**src/rtl/seq_arith_popcount.sv**
```systemverilog
`default_nettype none
// ============================================================================
// Module   : seq_arith_popcount
// Purpose  : Multi-cycle population count over one NBITS-wide word per
//            val/rdy transaction. The word is consumed CHUNK bits per cycle,
//            least-significant chunk first, so only a CHUNK-wide bit counter
//            and an OBITS-wide accumulator are needed regardless of NBITS.
//            in_mode selects counting ones (0) or zeros (1).
//
// Ports    : clk      - clock
//            reset    - asynchronous, active-high reset
//            in_val   - input word valid
//            in_rdy   - block can accept a word (IDLE only)
//            in_      - word to count (sampled on the input handshake)
//            in_mode  - 0 = count ones, 1 = count zeros (sampled likewise)
//            out_val  - result valid (DONE only)
//            out_rdy  - consumer accepts result
//            out      - count result; zero whenever out_val is low
//
// Latency  : accept edge E0, chunks counted at edges E1..E_NCHUNKS, out_val
//            high right after E_NCHUNKS. No overlap between transactions.
//
// Revision : 1.0 - initial release
// ============================================================================
module seq_arith_popcount #(
    parameter int NBITS = 32,
    parameter int CHUNK = 8,
    parameter int OBITS = $clog2(NBITS + 1)
) (
    input  logic             clk,
    input  logic             reset,
    input  logic             in_val,
    output logic             in_rdy,
    input  logic [NBITS-1:0] in_,
    input  logic             in_mode,
    output logic             out_val,
    input  logic             out_rdy,
    output logic [OBITS-1:0] out
);

    // ------------------------------------------------------------------------
    // Derived constants
    // ------------------------------------------------------------------------
    localparam int c_nchunks = NBITS / CHUNK;
    // Width of a single chunk's bit count (0..CHUNK inclusive).
    localparam int c_cbits   = $clog2(CHUNK + 1);
    // Chunk index width; a single-chunk word still needs a 1-bit index.
    localparam int c_ibits   = (c_nchunks > 1) ? $clog2(c_nchunks) : 1;
    localparam logic [c_ibits-1:0] c_last_idx = c_ibits'(c_nchunks - 1);

    // ------------------------------------------------------------------------
    // State encoding
    // ------------------------------------------------------------------------
    typedef enum logic [1:0] {
        S_IDLE = 2'd0,
        S_BUSY = 2'd1,
        S_DONE = 2'd2
    } state_t;

    state_t r_state;
    state_t w_state_nxt;

    // ------------------------------------------------------------------------
    // Datapath registers
    // ------------------------------------------------------------------------
    // r_word is shifted right by CHUNK after each counted chunk, so the chunk
    // currently being counted always sits in the low CHUNK bits. This keeps
    // the selection logic to a fixed slice instead of an NCHUNKS-way mux.
    logic [NBITS-1:0]   r_word;
    logic               r_mode;
    logic [c_ibits-1:0] r_idx;
    logic [OBITS-1:0]   r_acc;

    logic [CHUNK-1:0]   w_chunk;
    logic [c_cbits-1:0] w_chunk_cnt;
    logic               w_accept;
    logic               w_count;

    // ------------------------------------------------------------------------
    // Chunk counter
    // ------------------------------------------------------------------------
    // Counting zeros is counting ones of the inverted chunk.
    assign w_chunk = r_word[CHUNK-1:0] ^ {CHUNK{r_mode}};

    always_comb begin
        w_chunk_cnt = '0;
        for (int i = 0; i < CHUNK; i++) begin
            w_chunk_cnt = w_chunk_cnt + c_cbits'(w_chunk[i]);
        end
    end

    // ------------------------------------------------------------------------
    // State register
    // ------------------------------------------------------------------------
    always_ff @(posedge clk or posedge reset) begin
        if (reset) begin
            r_state <= S_IDLE;
        end else begin
            r_state <= w_state_nxt;
        end
    end

    // ------------------------------------------------------------------------
    // Next-state and output decode
    // ------------------------------------------------------------------------
    always_comb begin
        w_state_nxt = r_state;
        in_rdy      = 1'b0;
        out_val     = 1'b0;
        out         = '0;
        w_accept    = 1'b0;
        w_count     = 1'b0;

        case (r_state)
            S_IDLE: begin
                in_rdy   = 1'b1;
                w_accept = in_val;
                if (in_val) begin
                    w_state_nxt = S_BUSY;
                end
            end

            S_BUSY: begin
                w_count = 1'b1;
                // The edge that counts the last chunk also leaves BUSY, so
                // the accumulator is complete on the first DONE cycle.
                if (r_idx == c_last_idx) begin
                    w_state_nxt = S_DONE;
                end
            end

            S_DONE: begin
                out_val = 1'b1;
                out     = r_acc;
                if (out_rdy) begin
                    w_state_nxt = S_IDLE;
                end
            end

            default: begin
                w_state_nxt = S_IDLE;
            end
        endcase
    end

    // ------------------------------------------------------------------------
    // Datapath
    // ------------------------------------------------------------------------
    always_ff @(posedge clk or posedge reset) begin
        if (reset) begin
            r_word <= '0;
            r_mode <= 1'b0;
            r_idx  <= '0;
            r_acc  <= '0;
        end else if (w_accept) begin
            r_word <= in_;
            r_mode <= in_mode;
            r_idx  <= '0;
            r_acc  <= '0;
        end else if (w_count) begin
            // Accumulator is OBITS wide and the total never exceeds NBITS,
            // so the zero-extended add cannot overflow.
            r_acc  <= r_acc + OBITS'(w_chunk_cnt);
            r_word <= r_word >> CHUNK;
            r_idx  <= r_idx + c_ibits'(1);
        end
    end

endmodule
`default_nettype wire
```
**config.mk**
```make
export PLATFORM = sky130hd
export DESIGN_NAME = seq_arith_popcount
export DESIGN_NICKNAME = d
export VERILOG_FILES = /design/src/rtl/seq_arith_popcount.sv
export SDC_FILE = /design/constraint.sdc
export NUM_CORES = 1
export LEC_CHECK = 0
export CAP_MARGIN = 20
export CORE_ASPECT_RATIO = 0.9
export CORE_MARGIN = 2
export CORE_UTILIZATION = 57
export CTS_BUF_LIST = sky130_fd_sc_hd__clkbuf_2 sky130_fd_sc_hd__clkbuf_4 sky130_fd_sc_hd__clkbuf_8
export DETAILED_ROUTE_END_ITERATION = 10
export GPL_ROUTABILITY_DRIVEN = 0
export GPL_TIMING_DRIVEN = 0
export PLACE_DENSITY_LB_ADDON = 0.3
export SLEW_MARGIN = 25
export SYNTH_ARGS = -nofsm -noshare
export SYNTH_HDL_FRONTEND = slang
export SYNTH_SLANG_ARGS = --single-unit
```
**constraint.sdc**
```tcl
create_clock -name clk -period 6.9 [get_ports clk]
set_input_delay 1.38 -clock clk [delete_from_list [all_inputs] [get_ports clk]]
set_output_delay 1.38 -clock clk [all_outputs]
set_load 0.03 [all_outputs]
```
## Word level (Yosys, flattened, before mapping)

Index checks and enable logic that the tools add are counted.
Widths: inputs -> output; s select.

- $add $sub $neg: 9
- Eq/ne operators: 6
- Muxes and demuxes: 15
- Bitwise logic cells: 1
- Reductions and logical operators: 3

Operator list:

| kind | number |
|---|---|
| $mux 32 | 2 |
| $mux 6 | 3 |
| $add 4x1->4 | 4 |
| $mux 2 | 5 |
| $xor 8x8->8 | 1 |
| $add 6x4->6 | 1 |
| $ne 2x2->1 const B | 3 |
| $pmux 2 s3 | 1 |
| $add 3x1->4 | 1 |
| $eq 2x2->1 const B | 2 |
| $mux 1 | 4 |
| $add 2x1->3 | 1 |
| $reduce_and 3->1 | 1 |
| $add 1x1->2 | 1 |
| $add 2x1->2 const B | 1 |
| $eq 2x1->1 const B | 1 |
| $logic_not 2->1 | 1 |
| $reduce_bool 2->1 | 1 |

- Register bits after elaboration: 43
- Input port bits: 37
- Output and inout port bits: 8
- Word-level logic and storage cells: 39

## Depth between registers and ports, before layout

Gate-level depths: netlist (run 1).

- Word-level depth: 11
- Depth in mapped cells: 12

## Least setup slack after synthesis (run 1)

OpenSTA, ideal clock, no wires.

- Path kind: reg2reg
- Start: register r_mode
- End: register r_acc[4]
- Arrival time: 3.511 ns
- Required time: 6.775 ns
- Setup slack: 3.264 ns
- Cell stages (with the launch flop): 13
- Buffers on the path: 1
- Clock period less this slack: 3.636 ns
- Cells stage by stage: dfrtp_1 > buf_2 > xor2_1 > fa_1 > fa_1 > inv_1 > fa_1 > fa_1 > fa_1 > nor2b_1 > o21a_1 > o21ai_1 > mux2i_1

- Cells in the longest elaborated chain, start to end: 11

RTL lines:

| item | line | source |
|---|---|---|
| from (decl) | 70 | `logic r_mode;` |
| from (signal assigned) | 157 | `r_mode <= in_mode;` |
| $xor 8x8->8 * | 83 | `assign w_chunk = r_word[CHUNK-1:0] ^ {CHUNK{r_mode}};` |
| $add 1x1->2 | 88 | `w_chunk_cnt = w_chunk_cnt + c_cbits'(w_chunk[i]);` |
| $add 2x1->3 | 88 |  |
| $add 3x1->4 | 88 |  |
| $add 4x1->4 (3 in a row) | 88 |  |
| $add 4x1->4 * | 88 |  |
| $add 6x4->6 * | 163 | `r_acc <= r_acc + OBITS'(w_chunk_cnt);` |
| $mux 6 * | 160 | `end else if (w_count) begin` |
| $mux 6 * | 155 | `end else if (w_accept) begin` |
| to (signal assigned) | 163 |  |
| to (decl) | 72 | `logic [OBITS-1:0] r_acc;` |

Every way passes the cells marked *; elsewhere a longest branch is shown, timed or not. The select of a mux whose other input is x is not followed.
A chain may end at the register's enable or synchronous reset.

## Final worst setup path (run 1)

Same ends and word-level chain as after synthesis.

==> results of run 1 <==
-- kinds of logic after synthesis --
group / Yosys count
AOI/OAI and AO/OA: 47
buffers and inverters: 18
adders and majority gates: 12
xor gates and xnor gates: 8
DFF: 43
and+or+nand+nor: 95
muxes: 2
-- sequential cells by signal, summed over array words and instances (netlist names) --
name and count:
r_word 32, r_mode 1, r_idx 2, r_state 2
r_acc 6
-- worst reg2reg max path, cell delays in order, from the launching register on --
cell and delay, ps:
dfrtp_1 330, buf_2 240, xor2_1 230, fa_1 480, fa_1 550, inv_1 50
fa_1 510, fa_1 470, fa_1 400, nor2b_1 160, o21a_1 130, o21ai_1 60
mux2i_1 120
-- Yosys cell counts (all sizes together) --
cell | instances | area share
inv | 6 | 0.010
nand3 | 4 | 0.0091
and2b | 1 | 0.0034
o211ai | 1 | 0.0034
nor2 | 5 | 0.012
dfrtp | 43 | 0.49
o21a | 1 | 0.0034
o21ai | 18 | 0.041
and2 | 6 | 0.017
ha | 7 | 0.040
fa | 5 | 0.045
a21oi | 2 | 0.0045
a22oi | 24 | 0.081
mux2i | 2 | 0.0091
nor2b | 2 | 0.0091
xor2 | 4 | 0.016
nand2b | 2 | 0.0057
nand2 | 74 | 0.13
o31ai | 1 | 0.0034
xnor2 | 4 | 0.016
nor3b | 1 | 0.0085
buf | 12 | 0.051
-- how the worst max path moves through the flow --
stage | from | to | slack [ps]
after floorplan | r_mode$_DFFE_PP0P_ | r_acc[4]$_DFFE_PP0P_ | 3260
after global placement | r_mode$_DFFE_PP0P_ | r_acc[4]$_DFFE_PP0P_ | 3110
after detailed placement | r_mode$_DFFE_PP0P_ | r_acc[4]$_DFFE_PP0P_ | 3060
after CTS | r_mode$_DFFE_PP0P_ | r_acc[4]$_DFFE_PP0P_ | 3030
after global routing | r_mode$_DFFE_PP0P_ | r_acc[4]$_DFFE_PP0P_ | 2820
final | r_mode$_DFFE_PP0P_ | r_acc[4]$_DFFE_PP0P_ | 3060
-- layout make-up --
type | instances | area share
timing repair buffer | 45 | 0.163
clock inverter | 1 | 0.00178
buffer | 12 | 0.0400
sequential | 43 | 0.382
inverter | 6 | 0.00799
tap | 46 | 0.0204
clock buffer | 6 | 0.0293
multi-input combinational | 164 | 0.355
-- power by group --
part           switching, mW  internal [mW]
registers             0.0746          0.375
logic                  0.589          0.472
clock network         0.0848         0.0786
total                  0.749          0.926
-- layer usage --
metal,vias to the layer above,GRT usage,share of wire
li1,856,-,-
met1,821,0.312,0.45
met2,34,0.382,0.50
met3,8,0.0384,0.032
met4,0,0.0986,0.017
met5,-,0,0
-- through the flow --
step                instance area, um^2  hold slack (ps)
floorplan                          2210              437
global placement                   2710              456
detailed placement                 2730              464
CTS                                2820              478
global route                       2820              497
finish                             2820              481
==> impl_metrics.ini, run 1 <==
[clocking]
clkLatencyLatePin_ps = 300
cts_tree = built
cts_hold_buf = 0
cts-root-buf = clkbuf_8
cts_resized = 0
postCtsSetupRepairBufs = 0
cts.path.max_buffers = 2
numCtsBuffers = 5
cts_sinks = 43
cts-htree-levels = 2
clkTransAtPathRegs_ps = 80

[detailed_routing]
vias_per_cell = 5.32
drt-pass1-iter-count = 4
drc = 0
drtAntennaViolNets = 0
drtIter0Drc = 98
wl_per_cell_um = 14.3
routed-via-count = 1719
routed_wl_um = 4610

[sta]
worst_pin_slew_ps = 490
drv_slew = 0
skew_ps = 6.56
rsz0062_at_grt = no
fin_tns_setup_ps = 0
fmax_ghz = 0.260
setup_viol = 0
final.period_utilization = 0.557
finalHoldViolCount = 0
fin_crit_ps = 3840
relSlewSlack = 0.673
setup_ws_ps = 3060

[setup_path]
cp_top_family = adder cells
worstReg2RegEnd = r_acc[4]$_DFFE_PP0P_
setup.worst_path.class = reg -> reg
critPathLaunchType = register
cp.required_ps = 7090
critPathBufInv = 2
r2r_slack_ps = 3060
cp_slowest_stage_delay_ps = 550
crit_fanout = 9
path_depth = 12
crit_top_cell = fa_1
arrival_ps = 4040
cp_cell_sequence = buf_2 -> xor2_1 -> fa_1 -> fa_1 -> inv_1 -> fa_1 -> fa_1 -> fa_1 -> nor2b_1 -> o21a_1 -> o21ai_1 -> mux2i_1
slowest_stage = fa_1
r2r_cells = 12
timing.rr.start = r_mode$_DFFE_PP0P_
end_kind = register

[min_path]
hold_depth = 1
min_from = r_acc[5]$_DFFE_PP0P_
hold_path_class = reg -> reg
hold_end = r_acc[5]$_DFFE_PP0P_

[grt]
grt_pass1_vias = 1715
antenna_found_initial = 0
grt_pass1_wl_um = 8020
grt_overflow = 0
grt_max_degree = 34
grt.total_usage = 0.233

[placed_design]
preCtsSetupSlack_ps = 3060
portBuffers = 44
place_inst = 316
hpwl_um = 3440

[floorplan]
fp.dieW_um = 69.7
initial_core_util = 0.593
core_um2 = 3730
dieArea_um2 = 4400
ios = 45
std_cell_rows = 21
die_y_um = 63.1

[logic_synthesis]
yosysWarningCount = 0
synth.avg_cell_area_um2 = 9.83
synth-seq-cells = 43
muxShareOfSynthArea = 0.00905
synth_cell_types = 27
syn_area_um2 = 2210
yosysSeqAreaShare = 0.486
yosys.area_share.xor_xnor = 0.0317
synth_compound_area_frac = 0.137
syn_nets = 274
yosys.area_share.simple = 0.190
synthCells = 225
synth_top_family_by_area = simple AND/OR/NAND/NOR gates
synthAdderAreaFrac = 0.0848

[pwr]
power_density_nw_per_um2 = 594
p_leak_nw = 1.34
fin_total_pwr_mw = 1.67
ir_worst_vdd_v = 0.000260

[final_layout]
layout-drive-gt1-share = 0.0866
diodes = 0
stdcell_count = 323
final_nets = 326
area_growth_pct = 27.4
final_util = 0.755
layout_common_cells = 74 x nand2_1, 44 x clkdlybuf4s50_1, 43 x dfrtp_1
n_fill_cell = 270
layout_commonest_cell = nand2_1
area.sequential_um2 = 1080
multi_input_area_um2 = 1000

[job]
drv_cap = 0

[outcome]
status = finished clean
Note: power is estimated with default switching activity, not from simulation.
==> run 2: changes to the inputs <==
--- a/config.mk
+++ b/config.mk
@@ -8,7 +8,7 @@
 export CAP_MARGIN = 20
 export CORE_ASPECT_RATIO = 0.9
 export CORE_MARGIN = 2
-export CORE_UTILIZATION = 57
+export CORE_UTILIZATION = 48
 export CTS_BUF_LIST = sky130_fd_sc_hd__clkbuf_2 sky130_fd_sc_hd__clkbuf_4 sky130_fd_sc_hd__clkbuf_8
 export DETAILED_ROUTE_END_ITERATION = 10
 export GPL_ROUTABILITY_DRIVEN = 0
==> constraint.sdc (replaced) <==
create_clock -name clk -period 3.5 [get_ports clk]
set_input_delay 0.7 -clock clk [delete_from_list [all_inputs] [get_ports clk]]
set_output_delay 0.7 -clock clk [all_outputs]
set_load 0.03 [all_outputs]
==> run 2 against run 1 <==
Effect of this change: global-route usage decreased by 2.5 points; clock-buffer cell count unchanged; hold slack improved by 1.4 ps; final area increased by 3.7%; maximum frequency increased by 13%; sequential power increased by 97%; final cell count increased by 6.2%; register-to-register slack got worse by 3000 ps; power increased by 110%; first-iteration DRC count increased by 5.1%; largest cell class unchanged; highest routed layer unchanged.
==> impl_metrics.ini, run 2 (synthesized netlist as in run 1, its figures left out) <==
[sta]
finalHoldViolCount = 0
worst_pin_slew_ps = 482
drv_slew = 0
fin_tns_setup_ps = 0
skew_ps = 7.02
final.period_utilization = 0.974
setup_ws_ps = 92.2
fin_crit_ps = 3410
setup_viol = 0
fmax_ghz = 0.293
relSlewSlack = 0.678
rsz0062_at_grt = yes

[placed_design]
hpwl_um = 3460
preCtsSetupSlack_ps = -122
portBuffers = 44
place_area_um2 = 2760

[final_layout]
layout_commonest_cell = nand2_1
area.sequential_um2 = 1080
largest_reg_flops = 32
diodes = 0
stdcell_area_um2 = 2920
layout-drive-gt1-share = 0.121
area_growth_pct = 32.1
multi_input_area_um2 = 1030
final_nets = 329
layout_common_cells = 74 x nand2_1, 44 x clkdlybuf4s50_1, 43 x dfrtp_1
n_fill_cell = 386
largestRegisters = r_word: 32 flops, r_acc: 6 flops
top_register = r_word

[setup_path]
timing.rr.start = r_mode$_DFFE_PP0P_
crit_fanout = 4
cp.required_ps = 3690
startpoint = r_mode$_DFFE_PP0P_
cp_slowest_stage_delay_ps = 490
cp_cell_sequence = buf_6 -> xor2_2 -> fa_1 -> fa_1 -> inv_1 -> fa_1 -> fa_2 -> fa_2 -> nor2b_2 -> o21a_1 -> o21ai_2 -> mux2i_1
end_kind = register
critPathLaunchType = register
cp_top_family = adder cells
arrival_ps = 3600
critPathBufInv = 2
slowest_stage = fa_1
crit_top_cell = fa_1
setup.worst_path.class = reg -> reg

[floorplan]
core_um2 = 4430
initial_core_util = 0.499
dieArea_um2 = 5170
std_cell_rows = 23
ios = 45
die_y_um = 68.4
fp.dieW_um = 75.6

[clocking]
cts-root-buf = clkbuf_8
cts.path.max_buffers = 2
clkLatencyLatePin_ps = 300
cts_tree = built
cts_hold_buf = 0
cts-htree-levels = 2
cts_sinks = 43
numCtsBuffers = 5
clkTransAtPathRegs_ps = 80

[min_path]
min_from = r_word[8]$_DFFE_PP0P_
hold_path_class = reg -> reg

[detailed_routing]
wl_per_cell_um = 13.5
drtIter0Drc = 103
vias_per_cell = 5.06
drc = 0
routed_wl_um = 4630
drt-pass1-iter-count = 4
drtAntennaViolNets = 0
routed-via-count = 1736

[grt]
grt_overflow = 0
grt_pass1_wl_um = 7940
grt_pass1_vias = 1767
grt.total_usage = 0.208
antenna_found_initial = 0
grt_max_degree = 29

[outcome]
status = finished clean

[pwr]
p_leak_nw = 1.37
ir_worst_vdd_v = 0.000502
power_density_nw_per_um2 = 1210

[job]
drv_cap = 0
run 2: worst paths after layout:
| path | end | slack [ps] | cells after the start |
|---|---|---|---|
| max reg2reg | r_acc[4]$_DFFE_PP0P_ | 90 | 12 |
| min reg2reg | r_word[8]$_DFFE_PP0P_ | 480 | 2 |
| min in group asynchronous | r_state[0]$_DFFE_PP0P_ | 680 | 2 |
| max | r_acc[4]$_DFFE_PP0P_ | 90 | 12 |
| max in group asynchronous | r_word[6]$_DFFE_PP0P_ | 2350 | 3 |
| min | r_word[8]$_DFFE_PP0P_ | 480 | 2 |
run 2: repair_timing:
| action | CTS | global route |
|---|---|---|
| pin swaps | 6 | 5 |
| setup buffers | 2 | 1 |
| setup endpoints to repair | 1 | 3 |
| gates resized for setup | 5 | 0 |
run 2: worst reg2reg max path, delay by kind of cell (launching register included):
family | cells | cell delay, ps
fa+ha+maj | 5 | 2140
buf+inv | 2 | 190
compound gates | 2 | 200
xor+xnor | 1 | 150
flops | 1 | 390
simple gates | 1 | 130
mux | 1 | 110
run 2: cell type report:
class | count | share of cell area
buffer | 12 | 0.0407
inverter | 6 | 0.00771
clock inverter | 2 | 0.0120
clock buffer | 6 | 0.0283
multi-input combinational | 164 | 0.351
timing repair buffer | 48 | 0.165
tap | 62 | 0.0265
sequential | 43 | 0.368
run 2: routing by layer:
metal	track usage	vias up	share of wire	wire, um
met5	0	-	0	0
met4	0.0768	0	0.014	65
met3	0.0471	9	0.050	230
met2	0.330	52	0.50	2310
met1	0.280	818	0.44	2030
li1	-	857	-	-
run 2: power by group:
part           switching [mW]  internal, mW  leakage (nW)
Clock                   0.174         0.231        0.0612
Sequential              0.147         0.739         0.547
Combinational            1.21          1.05         0.761
run 2: through the flow:
stage | std cells | util | power [mW] | hold WS (ps)
after floorplan | 225 | - | 2.50 | 437
after global placement | 331 | 0.619 | 2.89 | 458
after detailed placement | 332 | 0.623 | 3.01 | 463
after CTS | 342 | 0.658 | 3.52 | 482
after global routing | 343 | 0.660 | 3.92 | 497
final | 343 | 0.660 | 3.55 | 483
